### src/rtl/mem_dump_unit_pkg.sv
// Shared definitions for the memory dump unit: FSM encoding, MEM access size codes
// and the word geometry used by the byte serializer.
package mem_dump_unit_pkg;

  typedef enum logic [2:0] {
    ST_IDLE,
    ST_REQ,
    ST_WAIT,
    ST_SEND,
    ST_DONE
  } dump_state_t;

  typedef enum logic [2:0] {
    BHW_SB  = 3'b000,
    BHW_SH  = 3'b001,
    BHW_LW  = 3'b011,
    BHW_LBU = 3'b100,
    BHW_LHU = 3'b101,
    BHW_LWU = 3'b111
  } bhw_t;

  localparam int BYTES_PER_WORD = 4;

endpackage

### src/rtl/mem_dump_serializer.sv
// Splits one loaded word into bytes, MSB first, over a valid/ready handshake.
// A byte is held stable until accepted; o_word_done pulses as the last byte is taken.
module mem_dump_serializer
  import mem_dump_unit_pkg::*;
#(
  parameter int NB_WIDTH = 32,
  parameter int NB_BYTE  = 8
) (
  input  logic                i_clk,
  input  logic                i_reset,
  input  logic                i_clear,
  input  logic                i_load,
  input  logic [NB_WIDTH-1:0] i_word,
  input  logic                i_tx_ready,
  output logic [NB_BYTE-1:0]  o_tx_data,
  output logic                o_tx_valid,
  output logic                o_word_done
);

  localparam int NB_IDX = $clog2(BYTES_PER_WORD);
  localparam logic [NB_IDX-1:0] LAST_IDX = NB_IDX'(BYTES_PER_WORD - 1);

  logic [NB_WIDTH-1:0] shift;
  logic [NB_IDX-1:0]   byte_idx;
  logic                accept;

  assign accept      = o_tx_valid & i_tx_ready;
  assign o_tx_data   = shift[NB_WIDTH-1 -: NB_BYTE];
  assign o_word_done = accept && (byte_idx == LAST_IDX);

  // Clear wins over load so an abort during the fetch discards the word.
  always_ff @(posedge i_clk or posedge i_reset) begin
    if (i_reset) begin
      shift      <= '0;
      byte_idx   <= '0;
      o_tx_valid <= 1'b0;
    end else if (i_clear) begin
      shift      <= '0;
      byte_idx   <= '0;
      o_tx_valid <= 1'b0;
    end else if (i_load) begin
      shift      <= i_word;
      byte_idx   <= '0;
      o_tx_valid <= 1'b1;
    end else if (accept) begin
      shift    <= shift << NB_BYTE;
      byte_idx <= byte_idx + 1'b1;
      if (byte_idx == LAST_IDX) o_tx_valid <= 1'b0;
    end
  end

endmodule

### src/rtl/mem_dump_unit.sv
// Reads a run of aligned words from data memory and streams them byte-wise to a UART.
// Six cycles per word at full ready; a stalled transmitter holds the current byte.
module mem_dump_unit
  import mem_dump_unit_pkg::*;
#(
  parameter int NB_WIDTH = 32,
  parameter int NB_ADDR  = 9,
  parameter int NB_BYTE  = 8
) (
  input  logic                i_clk,
  input  logic                i_reset,
  input  logic                i_start,
  input  logic                i_abort,
  input  logic [NB_ADDR-1:0]  i_first_addr,
  input  logic [NB_ADDR-2:0]  i_word_count,
  output logic [NB_WIDTH-1:0] o_mem_addr,
  output logic                o_mem_read,
  output logic [2:0]          o_BHW,
  input  logic [NB_WIDTH-1:0] i_read_data,
  output logic [NB_BYTE-1:0]  o_tx_data,
  output logic                o_tx_valid,
  input  logic                i_tx_ready,
  output logic                o_busy,
  output logic                o_done
);

  localparam logic [NB_ADDR-1:0] WORD_STRIDE = NB_ADDR'(BYTES_PER_WORD);
  localparam logic [NB_ADDR-2:0] ONE_WORD    = (NB_ADDR-1)'(1);

  dump_state_t        state;
  logic [NB_ADDR-1:0] addr;
  logic [NB_ADDR-2:0] remaining;
  logic [NB_ADDR-1:0] start_addr;
  logic [NB_ADDR-1:0] next_addr;
  logic               word_done;

  assign o_BHW      = BHW_LW;
  assign start_addr = {i_first_addr[NB_ADDR-1:2], 2'b00};
  assign next_addr  = addr + WORD_STRIDE;

  always_ff @(posedge i_clk or posedge i_reset) begin
    if (i_reset) begin
      state      <= ST_IDLE;
      addr       <= '0;
      remaining  <= '0;
      o_mem_addr <= '0;
      o_mem_read <= 1'b0;
      o_busy     <= 1'b0;
      o_done     <= 1'b0;
    end else begin
      o_mem_read <= 1'b0;
      o_done     <= 1'b0;
      if (i_abort) begin
        state  <= ST_IDLE;
        o_busy <= 1'b0;
      end else begin
        case (state)
          ST_IDLE: begin
            if (i_start) begin
              o_busy <= 1'b1;
              if (i_word_count == '0) begin
                state  <= ST_DONE;
                o_done <= 1'b1;
              end else begin
                addr       <= start_addr;
                remaining  <= i_word_count;
                o_mem_read <= 1'b1;
                o_mem_addr <= NB_WIDTH'(start_addr);
                state      <= ST_REQ;
              end
            end
          end
          ST_REQ:  state <= ST_WAIT;
          ST_WAIT: state <= ST_SEND;
          ST_SEND: begin
            if (word_done) begin
              if (remaining == ONE_WORD) begin
                state  <= ST_DONE;
                o_done <= 1'b1;
              end else begin
                // Address wraps naturally at the top of the byte-address space.
                addr       <= next_addr;
                remaining  <= remaining - ONE_WORD;
                o_mem_read <= 1'b1;
                o_mem_addr <= NB_WIDTH'(next_addr);
                state      <= ST_REQ;
              end
            end
          end
          ST_DONE: begin
            state  <= ST_IDLE;
            o_busy <= 1'b0;
          end
          default: begin
            state  <= ST_IDLE;
            o_busy <= 1'b0;
          end
        endcase
      end
    end
  end

  mem_dump_serializer #(
    .NB_WIDTH(NB_WIDTH),
    .NB_BYTE (NB_BYTE)
  ) u_serializer (
    .i_clk      (i_clk),
    .i_reset    (i_reset),
    .i_clear    (i_abort),
    .i_load     (state == ST_WAIT),
    .i_word     (i_read_data),
    .i_tx_ready (i_tx_ready),
    .o_tx_data  (o_tx_data),
    .o_tx_valid (o_tx_valid),
    .o_word_done(word_done)
  );

endmodule

### config.mk
export PLATFORM = sky130hd
export DESIGN_NAME = mem_dump_unit
export DESIGN_NICKNAME = d
export VERILOG_FILES = /design/src/rtl/mem_dump_unit_pkg.sv /design/src/rtl/mem_dump_serializer.sv /design/src/rtl/mem_dump_unit.sv
export SDC_FILE = /design/constraint.sdc
export NUM_CORES = 1
export LEC_CHECK = 0
export CAP_MARGIN = 30
export CORE_UTILIZATION = 36
export DETAILED_ROUTE_END_ITERATION = 10
export SLEW_MARGIN = 5
export SYNTH_ARGS = -nofsm -noshare
export SYNTH_HDL_FRONTEND = slang
export SYNTH_SLANG_ARGS = --single-unit
### constraint.sdc
create_clock -name i_clk -period 6.48 [get_ports i_clk]
set_clock_uncertainty 0.05 [all_clocks]
set_input_delay 1.944 -clock i_clk [delete_from_list [all_inputs] [get_ports i_clk]]
set_output_delay 1.944 -clock i_clk [all_outputs]
set_load 0.01 [all_outputs]
* Word-level counts from Yosys, hierarchy flattened
Index checks and enable logic that the tools add are counted.
** Cells by class
- $add $sub $neg :: 3
- Eq/ne operators :: 12
- Muxes and demuxes :: 46
- Bitwise operators :: 2
- Reduce and logical (&&, ||, !) cells :: 11
** Operators with widths (number)
- two-way mux 32 bit :: 7
- case mux 32 bit (2 select lines) :: 1
- two-way mux 9 bit :: 4
- two-way mux 8 bit :: 4
- case mux 9 bit (2 select lines) :: 1
- two-way mux 1 bit :: 16
- case mux 8 bit (2 select lines) :: 1
- two-way mux 3 bit :: 5
- case mux 3 bit (4 select lines) :: 1
- adder 9 x 3 -> 9 bit (second input constant) :: 1
- equality test 8 x 1 -> 1 bit (second input constant) :: 1
- logical NOT 8 bit :: 1
- subtractor 8 x 1 -> 8 bit (second input constant) :: 1
- equality test 3 x 2 -> 1 bit (second input constant) :: 2
- two-way mux 2 bit :: 3
- != test 2 bit (second input constant) :: 3
- case mux 1 bit (2 select lines) :: 3
- AND reduction 2 bit :: 3
- AND reduction 6 bit :: 1
- nonzero test 3 bit :: 2
- != test 2 x 1 -> 1 bit (second input constant) :: 2
- equality test 3 x 1 -> 1 bit (second input constant) :: 1
- logical NOT 3 bit :: 1
- != test 3 x 2 -> 1 bit (second input constant) :: 1
- 8 further kinds :: 8
** Storage, ports and cells
- Bits in registers :: 90
- Output and inout port bits :: 47

* Depth between registers and ports, before layout
Gate-level depths: netlist of run 1.
- Depth after elaboration :: 5
- Mapped depth :: 8

* Cells and area by module
From an unflattened synthesis of run 1, not the netlist that was laid out.
** Unflattened totals
- Cell total of the unflattened synthesis :: 367
- Area, all modules :: 3443.3 µm²
** Modules (own cells, without submodules)
- mem_dump_serializer :: instances 1, cells each 194, area an instance 1908.1 µm², sequential area each 875.8 µm²
- mem_dump_unit :: instances 1, cells each 173, area an instance 1535.2 µm², sequential area each 550.5 µm²

* Worst setup path before layout of run 1
OpenSTA, ideal clock, no wires.
- Kind :: input to register
- Start :: input port i_word_count[4]
- End :: register addr[3]
- Arrival time :: 3523 ps
- Setup slack :: 2782 ps
- Cell stages on the path :: 6
- Cell sequence :: or4_1 -> o21a_1 -> buf_1 -> o21ai_4 -> inv_4 -> mux2_4
** On the way
- Longest elaborated chain between the ends :: 3
** RTL lines
- start: declaration :: line mem_dump_unit.sv:15 : input logic [NB_ADDR-2:0] i_word_count,
- logical NOT 8 bit :: line mem_dump_unit.sv:61 : if (i_word_count == '0) begin
- != test 2 bit (no line)
- AND reduction 6 bit (no line)
- end signal: assignment :: line mem_dump_unit.sv:65 : addr <= start_addr;
- end signal: assignment :: line mem_dump_unit.sv:82 : addr <= next_addr;
- end: declaration :: line mem_dump_unit.sv:31 : logic [NB_ADDR-1:0] addr;
No other way between the ends.
A chain may end at the register's enable or synchronous reset.

* Final worst setup path of run 1
- Start :: input port i_tx_ready
- End :: register addr[3]
** On the way
- Longest elaborated chain between the ends :: 4
** RTL lines
- start: declaration :: line mem_dump_unit.sv:22 : input logic i_tx_ready,
- bitwise AND 1 bit :: line mem_dump_serializer.sv:27 : assign accept = o_tx_valid & i_tx_ready;
- logical AND 1 bit :: line mem_dump_serializer.sv:29 : assign o_word_done = accept && (byte_idx == LAST_IDX);
- != test 2 x 1 -> 1 bit (no line)
- AND reduction 6 bit (no line)
No other way between the ends.

==> flow_summary.rst, run 1 <==
.. list-table::
   :header-rows: 1

   * - Metric
     - Value
   * - DRC errors left
     - 16
   * - Slowest stage cell on the critical path
     - a211oi_4
   * - Slew at the pin with the worst max-slew slack
     - ~0.93 ns
   * - Power density normalized to cell area
     - 344 nW/um2
   * - Achievable clock frequency
     - 236 MHz
   * - Number of diodes added for antenna fixing
     - 0
   * - Initial antenna violation count
     - 0
   * - Capture point of the worst reg-to-reg path
     - addr[3]
   * - Worst Hold Path EP
     - remaining[6]
   * - Post-Synthesis Cell Area
     - ~3300 um2
   * - Multiplexer area fraction after synthesis
     - between 1 and 1.5%
   * - Horiz. Die Dim
     - a little under 100 um
   * - Total track usage
     - 17.5%
   * - Post-CTS Setup Bufs
     - 0
   * - Most frequent cell after synthesis
     - dfrtp_1
   * - Starting Density
     - 37.6%
   * - Number of global-route vias before repair
     - 2741
   * - Adder and majority gate portion of the synthesized area
     - 1.51%
   * - TritonCTS clock tree
     - built
   * - Share of the synthesized netlist area taken by xor and xnor gates
     - 0.265%
   * - Complex-gate fraction of the synthesized area
     - 19.8%
   * - Violated checks
     - DRC
   * - Leakage power figure
     - around 0.0017 uW
   * - Quantity of I/O buffers inserted on ports
     - approximately 70
   * - Total count of hold-check failures in the final report
     - 0
   * - Main combinational cell family by area after synthesis
     - simple AND/OR/NAND/NOR gates
   * - Tightest Hold Check Type
     - flip-flop to flip-flop
   * - Growth of design area from synthesis to finish
     - 25.5%
   * - Min Hold Slack
     - between 0.4 and 0.5 ns
   * - Instance count of the mapped netlist
     - 378
   * - Crit Path Class
     - input pin to flip-flop
   * - Nets
     - 484
   * - Worst rel slew slack
     - 37.8%
   * - Max-cap violation count
     - 0
   * - Antenna violation net count after detailed routing
     - 0
   * - Largest fanout on the critical path
     - 26
   * - Leading cell types by total area after synthesis
     - dfrtp_1, buf_4, a311oi_1
   * - Remaining global-route overflow
     - 0
   * - HPWL after detailed placement
     - 5.08 mm
   * - Sink Count
     - 57
   * - Cell types with the highest counts after synthesis
     - dfrtp_1, nand2_1, nand3_1
   * - Reg2Reg Launch Point
     - u_serializer.o_tx_valid
   * - R2R depth
     - 5
   * - Worst path max stage delay
     - 0.65 ns
   * - Area fraction of the dominant cell type after synthesis
     - 43.1%
   * - Crit. Startpoint
     - i_tx_ready
   * - Unrepaired setup endpoints after global routing
     - false
   * - Aggregate routed wire length
     - 8.06 mm
   * - Synth Register Bits
     - between 50 and 60
   * - Core region area
     - 8810 um2
   * - Hold path cells
     - 1
   * - Worst Path Required
     - about 6.7 ns
   * - Clock-pin transition on the worst setup and hold timing paths
     - 0.07 ns
   * - Latest clock arrival within the worst-skew pair
     - about 0.33 ns
   * - Hold path startpoint
     - remaining[6]
   * - Number of different library cells in the post-synthesis netlist
     - 47
   * - Result of the run
     - finished with violations
   * - Number of flops mapped to enable cells by yosys
     - 0
   * - Root buffer cell
     - clkbuf_8
   * - Share of flip-flops with an asynchronous set or reset
     - 100%
   * - Register-to-register setup slack
     - 3.48 ns
   * - Count of synthesis-stage warnings from yosys
     - 0
   * - Series of cell instances along the critical path
     - clkdlybuf4s50_1, buf_4, nand3_1, a211oi_4, o21ai_4, inv_4, mux2_4
   * - WL per Instance
     - 15.0 um
   * - Setup crit start kind
     - input pin
   * - Cts repair resizes
     - 0
   * - Detail-routed via count per cell
     - 5.34
   * - Simple-gate area share of the yosys netlist
     - 21.5%
   * - Count of pins on the block boundary
     - 101
   * - Final Max Slew Viols
     - 0
   * - Critical Path AT
     - 4.41 ns
   * - Crit. End Element
     - flip-flop
   * - Wire length of the first global-routing pass
     - ~13 mm
   * - Count of vias placed by the detailed router
     - 2879
   * - Iteration-0 DRC Markers
     - 177
   * - Fraction of final layout cells sized beyond drive strength 1
     - approximately 7.4%
   * - Worst ir drop on vdd
     - 0.161 mV
   * - Number of endpoints failing setup at the final stage
     - 0
   * - Pin count of the biggest net entering global routing
     - 58
   * - Pre-antenna DRT Iters
     - 7
   * - Cell row count
     - 34
   * - Clock buffer count from CTS
     - 9
   * - Mean cell area of the mapped netlist
     - 8.75 um2
   * - Full die area
     - 9570 um2
   * - Last weighted congestion value of the routability-driven placer
     - around 0.79
   * - Sequential-to-total area share from yosys stat
     - 43.1%
   * - Minimum period implied by the final worst setup slack
     - 4.24 ns
   * - Period Utilization, post-route
     - 65.4%
   * - Hold buffer count at cts
     - 0
   * - Top FF cell, synth
     - dfrtp_1
   * - Htree depth
     - 3
   * - Sum Neg Setup Slack
     - 0 ns
   * - Height of the die
     - 97.8 um
   * - Maximum clock insertion buffer count
     - 2
   * - Post-synthesis cell type with the largest combined area
     - dfrtp_1
[registers in the layout, indices dropped and copies added (netlist names)]
name,cells
u_serializer.o_tx_valid,1
state,3
o_mem_read,1
o_busy,1
u_serializer.byte_idx,2
u_serializer.shift,32
remaining,8
addr,6
o_mem_addr,2
o_done,1
[worst max-delay path, delay by kind of cell]
kind,cells,cell delay (ns)
AOI/OAI and AO/OA,2,0.88
muxes,1,0.32
buffers and inverters,3,0.93
and+or+nand+nor,1,0.34
[kinds of logic (layout without fill, tap and decap cells)]
family	Yosys count	count (layout)
DFF	57	57
AOI/OAI and AO/OA	86	86
buffers and inverters	71	100
adders and majority gates	4	4
xor gates and xnor gates	1	1
muxes	3	3
other	2	26
and+or+nand+nor	154	154
[stage by stage]
step	utilization, %	area [um2]	power [uW]	worst slack [ns]	cells
floorplan	-	3400	920	2.78	402
global placement	44.2	3890	1080	1.93	520
detailed placement	44.5	3920	1090	1.90	521
CTS	46.7	4120	1430	2.26	537
global route	47.1	4150	1520	2.10	539
finish	47.1	4150	1430	2.24	539
[worst max-delay path by stage]
stage | to | slack [ns] | cells past startpoint
6_report | addr[3] | 2.24 | 7
5_1_grt | remaining[1] | 2.10 | 7
4_1_cts | addr[3] | 2.26 | 7
3_5_place_dp | addr[3] | 1.90 | 7
3_3_place_gp | remaining[1] | 1.93 | 7
2_1_floorplan | addr[3] | 2.78 | 6
[area by class of cell]
type / count / area (um2)
multi-input cells: 274 / 1560
inverters: 6 / 25.0
flip-flops and latches: 57 / 1430
well taps: 108 / 135
clock buffers: 10 / 138
repair buffers: 78 / 806
fillers: 875 / 4650
clock inverters: 6 / 57.6
[layout by cell type (no fill, tap or decap), drive strengths merged, types with 2 or more instances in the layout]
master,netlist,layout
o2bb2ai,5,5
clkinv,0,4
a21oi,18,18
inv,6,6
and3,2,2
o211ai,8,8
a31oi,2,2
a22o,3,3
nor2,34,34
nand3,36,36
o21a,2,2
dfrtp,57,57
or3b,2,2
clkdlybuf4s50,0,72
a221o,3,3
buf,42,6
or3,3,3
ha,4,4
mux2,2,2
a311oi,25,25
conb,2,26
nor4,6,6
nand2,52,52
and2,2,2
nor3,8,8
clkbuf,23,10
nand3b,2,2
o31ai,2,2
a211oi,2,2
or4,4,4
o21ai,10,10
[per-layer routing]
| metal | vias up | routed length [um] | global-route usage, % |
|---|---|---|---|
| met5 | - | 0 | 0 |
| met4 | 0 | 78 | 6.99 |
| met3 | 8 | 503 | 3.51 |
| met2 | 105 | 3670 | 25.0 |
| met1 | 1367 | 3810 | 25.9 |
| li1 | 1399 | - | - |
[power breakdown]
group	internal [uW]	switching (uW)	total, uW	leakage [uW]
clock	185	145	330	0.000102
combinational	253	285	537	0.000836
sequential	458	103	561	0.000751
Note: power is estimated with default switching activity, not from simulation.
==> inputs of run 2 (changes only) <==
--- a/config.mk
+++ b/config.mk
@@ -8,6 +8,7 @@
 export CAP_MARGIN = 30
 export CORE_UTILIZATION = 36
 export DETAILED_ROUTE_END_ITERATION = 10
+export PLACE_DENSITY = 0.67
 export SLEW_MARGIN = 5
 export SYNTH_ARGS = -nofsm -noshare
 export SYNTH_HDL_FRONTEND = slang
==> constraint.sdc (replaced) <==
create_clock -name i_clk -period 3.6 [get_ports i_clk]
set_clock_uncertainty 0.05 [all_clocks]
set_input_delay 1.08 -clock i_clk [delete_from_list [all_inputs] [get_ports i_clk]]
set_output_delay 1.08 -clock i_clk [all_outputs]
set_load 0.01 [all_outputs]
==> run 2 against run 1 <==
  * The run still ends with DRC left
  * Non-clock buffer count increased by 4
  * Routed wire length shrank 0.67%
  * First-iteration DRC count up 19%
  * Hold slack got worse by 0.0019 ns
  * Sequential power increased by 76%
  * Critical path type unchanged
  * Largest cell class unchanged
==> flow_summary.rst, run 2 (same netlist as run 1, synthesis figures left out) <==
.. list-table::
   :header-rows: 1

   * - Metric
     - Value
   * - Result of the run
     - finished with violations
   * - Violated checks
     - DRC
   * - Tightest Hold Check Type
     - flip-flop to flip-flop
   * - Crit Path Class
     - input pin to flip-flop
   * - Final Max Slew Viols
     - 0
   * - Max FFs per register
     - 32
   * - DRC errors left
     - 8
   * - Number of diodes added for antenna fixing
     - 0
   * - Htree depth
     - 3
   * - Cts repair resizes
     - 0
   * - Latest clock arrival within the worst-skew pair
     - 0.34 ns
   * - Hold buffer count at cts
     - 0
   * - Hold path cells
     - 1
   * - Pre-antenna DRT Iters
     - 7
   * - Unrepaired setup endpoints after global routing
     - false
   * - Area used by multi-input combinational logic
     - approximately 1600 um2
   * - Hold path startpoint
     - remaining[6]
   * - Minimum period implied by the final worst setup slack
     - 2.73 ns
   * - Number of endpoints failing setup at the final stage
     - 0
   * - Sink Count
     - 57
   * - Fraction of final layout cells sized beyond drive strength 1
     - 8.28%
   * - Clock-pin transition on the worst setup and hold timing paths
     - 0.07 ns
   * - Top register by number of flip-flops
     - u_serializer.shift
   * - Power density normalized to cell area
     - between 600 and 700 nW/um2
   * - Iteration-0 DRC Markers
     - 211
   * - Top flop regs
     - u_serializer.shift (32), remaining (8), addr (6)
   * - Sum Neg Setup Slack
     - 0 ns
   * - Nets
     - 488
   * - Last weighted congestion value of the routability-driven placer
     - ~0.84
   * - Largest fanout on the critical path
     - 9
   * - Achievable clock frequency
     - 366 MHz
   * - Register-to-register setup slack
     - 1.17 ns
   * - Pin count of the biggest net entering global routing
     - 58
   * - Total count of hold-check failures in the final report
     - 0
   * - Period Utilization, post-route
     - 75.9%
   * - Starting Density
     - 37.6%
   * - Max-cap violation count
     - 0
   * - Worst Hold Path EP
     - remaining[6]
   * - Remaining global-route overflow
     - 0
   * - Min Hold Slack
     - ~0.44 ns
   * - Cell row count
     - 34
   * - Commonest non-fill, non-tap cells in the layout
     - clkdlybuf4s50_1, dfrtp_1, nand2_1
   * - Worst Path Required
     - 3.77 ns
   * - Worst ir drop on vdd
     - between 0.3 and 0.4 mV
   * - WL per Instance
     - 14.7 um
   * - Initial antenna violation count
     - 0
   * - Crit. End Element
     - flip-flop
   * - Total track usage
     - 17.3%
   * - Count of pins on the block boundary
     - 101
   * - Core region area
     - around 9000 um2
   * - Clock buffer count from CTS
     - 9
   * - HPWL after detailed placement
     - ~5.4 mm
   * - R2R depth
     - 5
   * - Root buffer cell
     - clkbuf_8
   * - Growth of design area from synthesis to finish
     - 26.7%
   * - Most frequent standard cell in the layout excluding fill and tap cells
     - clkdlybuf4s50_1
   * - Aggregate routed wire length
     - about 8.0 mm
   * - Maximum clock insertion buffer count
     - 2
   * - Height of the die
     - 97.8 um
   * - Detail-routed via count per cell
     - 5.36
   * - Number of global-route vias before repair
     - 2811
   * - TritonCTS clock tree
     - built
   * - Worst rel slew slack
     - 33.0%
   * - Reg2Reg Launch Point
     - state[1]
   * - Wire length of the first global-routing pass
     - 13.4 mm
   * - Horiz. Die Dim
     - 97.8 um
   * - Total area of sequential cells
     - 1430 um2
   * - Critical Path AT
     - ~2.9 ns
   * - Slew at the pin with the worst max-slew slack
     - approximately 1 ns
   * - Count of vias placed by the detailed router
     - 2910
   * - Capture point of the worst reg-to-reg path
     - remaining[2]
   * - Quantity of I/O buffers inserted on ports
     - between 70 and 80
   * - Setup crit start kind
     - input pin
   * - Antenna violation net count after detailed routing
     - 0
   * - Fill cell total of the finished layout
     - between 800 and 900
   * - Leakage power figure
     - 0.00170 uW
   * - Full die area
     - between 9000 and 10000 um2
   * - Post-CTS Setup Bufs
     - 0
==> run 2: area by class of cell <==
type / count / area share (%)
clock inverter: 7 / 2.24
sequential: 57 / 34.1
multi-input combinational: 274 / 37.3
tap: 108 / 3.23
timing repair buffer: 82 / 19.6
inverter: 6 / 0.597
clock buffer: 9 / 2.96
==> run 2: stage by stage <==
| step | instances | util, % | total power (uW) | cell area, um2 | setup slack (ns) |
|---|---|---|---|---|---|
| after detailed placement | 526 | 44.9 | 1980 | 3950 | 0.528 |
| after global placement | 526 | 44.9 | 1960 | 3950 | 0.533 |
| after CTS | 542 | 47.3 | 2660 | 4170 | 0.879 |
| after floorplan | 402 | - | 1660 | 3400 | 0.766 |
| after global routing | 543 | 47.6 | 2830 | 4190 | 0.764 |
| final | 543 | 47.6 | 2650 | 4190 | 0.869 |
==> run 2: worst max-delay path: stages <==
cell	delay, ns
clkdlybuf4s50_1	0.41
or4_1	0.59
o21a_1	0.26
o21ai_4	0.16
inv_4	0.09
mux2_4	0.30
==> run 2: how the worst max path moves through the flow <==
| stage | endpoint | cells past startpoint | slack, ns | from |
|---|---|---|---|---|
| 2_1_floorplan | addr[3] | 6 | 0.77 | i_word_count[4] |
| 3_3_place_gp | remaining[1] | 6 | 0.53 | i_word_count[4] |
| 3_5_place_dp | remaining[1] | 6 | 0.53 | i_word_count[4] |
| 4_1_cts | remaining[1] | 6 | 0.88 | i_word_count[4] |
| 5_1_grt | remaining[2] | 5 | 0.76 | i_word_count[4] |
| 6_report | remaining[1] | 6 | 0.87 | i_word_count[4] |
==> run 2: metal layers <==
metal	vias up	GRT usage, %	part of all wire [%]
met3	14	3.22	5.1
met5	-	0	0
met4	0	8.39	2.1
li1	1409	-	-
met2	100	25.1	46
met1	1387	24.7	47
==> run 2: power by group <==
group	internal (uW)	total [uW]	switching, uW
sequential	824	989	165
combinational	469	1010	536
clock	389	660	271
==> inputs of run 3 (changes only) <==
==> constraint.sdc (replaced) <==
create_clock -name i_clk -period 2.3 [get_ports i_clk]
set_clock_uncertainty 0.05 [all_clocks]
set_input_delay 0.69 -clock i_clk [delete_from_list [all_inputs] [get_ports i_clk]]
set_output_delay 0.69 -clock i_clk [all_outputs]
set_load 0.01 [all_outputs]
==> run 3 against run 2 <==
  * The flow still finishes with violations (DRC)
  * Critical endpoint is now addr[3]
  * Hold slack lost 0.0045 ns
  * Highest routed layer unchanged
  * Global-route usage rose by 0.67 points
  * Via count increased by 2.0%
  * Worst setup slack got worse by 0.82 ns
  * Sequential power increased by 59%
  * Routed wire length rose by 3.9%
  * Clock power rose by 58%
  * Critical path depth unchanged
  * First-iteration DRC count down 18%
==> flow_summary.rst, run 3 (same netlist as run 1, synthesis figures left out) <==
.. list-table::
   :header-rows: 1

   * - Metric
     - Value
   * - Detail-routed via count per cell
     - 5.31
   * - Leakage power figure
     - 0.00185 uW
   * - Growth of design area from synthesis to finish
     - 32.1%
   * - Count of vias placed by the detailed router
     - 2968
   * - Unrepaired setup endpoints after global routing
     - false
   * - Clock-pin transition on the worst setup and hold timing paths
     - approximately 0.07 ns
   * - Htree depth
     - 3
   * - Critical Path AT
     - between 2 and 2.5 ns
   * - Latest clock arrival within the worst-skew pair
     - 0.33 ns
   * - Top flop regs
     - u_serializer.shift (32), remaining (8), addr (6)
   * - Pre-antenna DRT Iters
     - 7
   * - Worst path max stage delay
     - 0.45 ns
   * - Violated checks
     - DRC
   * - Remaining global-route overflow
     - 0
   * - Capture point of the worst reg-to-reg path
     - addr[3]
   * - Total track usage
     - about 18%
   * - Worst Path Required
     - 2.46 ns
   * - Root buffer cell
     - clkbuf_8
   * - Final non-filler cell total
     - 559
   * - Power density normalized to cell area
     - 979 nW/um2
   * - Starting Density
     - between 30% and 40%
   * - Achievable clock frequency
     - approximately 440 MHz
   * - Number of diodes added for antenna fixing
     - 0
   * - R2R depth
     - 5
   * - Setup crit start kind
     - input pin
   * - Family of cells with the greatest summed delay on the critical path
     - buffers and inverters
   * - Result of the run
     - finished with violations
   * - Tightest Hold Check Type
     - flip-flop to flip-flop
   * - Last weighted congestion value of the routability-driven placer
     - a little under 0.9
   * - Maximum clock insertion buffer count
     - 2
   * - Count of pins on the block boundary
     - 101
   * - TritonCTS clock tree
     - built
   * - Iteration-0 DRC Markers
     - 173
   * - Total count of hold-check failures in the final report
     - 0
   * - Full die area
     - 9570 um2
   * - Fill cell total of the finished layout
     - 856
   * - Sink Count
     - between 50 and 60
   * - DRC errors left
     - 16
   * - Aggregate routed wire length
     - 8.32 mm
   * - WL per Instance
     - ~15 um
   * - Crit Path Class
     - input pin to flip-flop
   * - Max FFs per register
     - 32
   * - Area used by multi-input combinational logic
     - 1600 um2
   * - Top register by number of flip-flops
     - u_serializer.shift
   * - Placed cells
     - approximately 540
   * - Period Utilization, post-route
     - between 90% and 100%
   * - Crit. End Element
     - flip-flop
   * - Post-route total power
     - 4280 uW
   * - Slowest stage cell on the critical path
     - or4_4
   * - Height of the die
     - approximately 100 um
   * - Register-to-register setup slack
     - about 0.15 ns
   * - Horiz. Die Dim
     - ~98 um
   * - Sum Neg Setup Slack
     - 0 ns
   * - Number of endpoints failing setup at the final stage
     - 0
   * - Total area of sequential cells
     - about 1400 um2
   * - Final std cell area, no fill
     - 4370 um2
   * - Initial antenna violation count
     - 0
   * - Placed Instance Area
     - 4100 um2
   * - Worst Hold Path EP
     - remaining[6]
   * - Quantity of I/O buffers inserted on ports
     - 72
   * - Most frequent standard cell in the layout excluding fill and tap cells
     - clkdlybuf4s50_1
   * - Reg2Reg Launch Point
     - remaining[4]
   * - Buf/Inv on CP
     - 2
   * - Hold path startpoint
     - remaining[6]
   * - HPWL after detailed placement
     - roughly 5.7 mm
   * - Core region area
     - 8810 um2
   * - Number of global-route vias before repair
     - 2699
   * - Antenna violation net count after detailed routing
     - 0
   * - Pin count of the biggest net entering global routing
     - 58
   * - Commonest non-fill, non-tap cells in the layout
     - clkdlybuf4s50_1, dfrtp_1, nand2_1
   * - Minimum period implied by the final worst setup slack
     - between 2 and 2.5 ns
   * - Worst-case setup margin in the final layout
     - ~0.047 ns
   * - Max-cap violation count
     - 0
   * - Hold path cells
     - 1
   * - Nets
     - 504
   * - Worst ir drop on vdd
     - 0.471 mV
   * - Series of cell instances along the critical path
     - clkdlybuf4s50_1, or4_4, o21a_4, o21ai_4, clkinv_4, mux2_4
   * - Fraction of final layout cells sized beyond drive strength 1
     - between 10% and 20%
   * - Final Max Slew Viols
     - 0
   * - Cell row count
     - 34
   * - Clock buffer count from CTS
     - 9
   * - Largest fanout on the critical path
     - 8
   * - Wire length of the first global-routing pass
     - 13.8 mm
   * - DP Worst Slack
     - -0.359 ns
==> run 3: cell count changes in the layout (fill, tap and decap cells not counted), sizes merged <==
cell	delta
dlymetal6s2s	+6
clkinv	+3
clkinvlp	-1
buf	+17
clkdlybuf4s50	-7
inv	-2
==> run 3: power by group <==
group | total [uW] | internal, uW | switching, uW | leakage (uW)
combinational | 1670 | 817 | 857 | 0.000989
clock | 1040 | 609 | 427 | 0.000109
sequential | 1570 | 1290 | 276 | 0.000751
==> run 3: worst max path at each step <==
stage / endpoint / startpoint / slack (ns) / cells past startpoint
floorplan: addr[3] / i_word_count[0] / -0.05 / 6
finish: addr[3] / i_word_count[0] / 0.05 / 6
global placement: addr[3] / i_word_count[0] / -0.33 / 6
CTS: remaining[1] / i_word_count[4] / 0.02 / 6
detailed placement: addr[4] / i_start / -0.36 / 7
global route: addr[3] / i_word_count[0] / 0.02 / 6
==> run 3: repair_timing <==
item,in CTS,in global routing
pin swaps,2,4
setup buffers,0,1
endpoints found under the setup margin,2,5
hold buffers,0,0
resized for setup,1,11
==> run 3: metrics by stage <==
stage,utilization [%],hold WS [ns]
after floorplan,-,0.398
after global placement,46.6,0.419
after detailed placement,46.6,0.425
after CTS,49.2,0.440
after global routing,49.6,0.465
final,49.6,0.433
==> run 3: cell type report <==
cell class	instances	area share, %
tap	108	3.09
multi-input combinational	274	36.6
timing repair buffer	98	22.1
clock inverter	7	2.18
inverter	6	0.630
clock buffer	9	2.84
sequential	57	32.7
==> run 3: layer usage <==
layer	up-vias	GRT usage (%)	routed length (um)	part of all wire, %
met2	110	27.4	3830	46
met4	0	6.29	102	1.2
met3	10	3.87	517	6.2
li1	1441	-	-	-
met1	1407	25.1	3870	47
met5	-	0	0	0
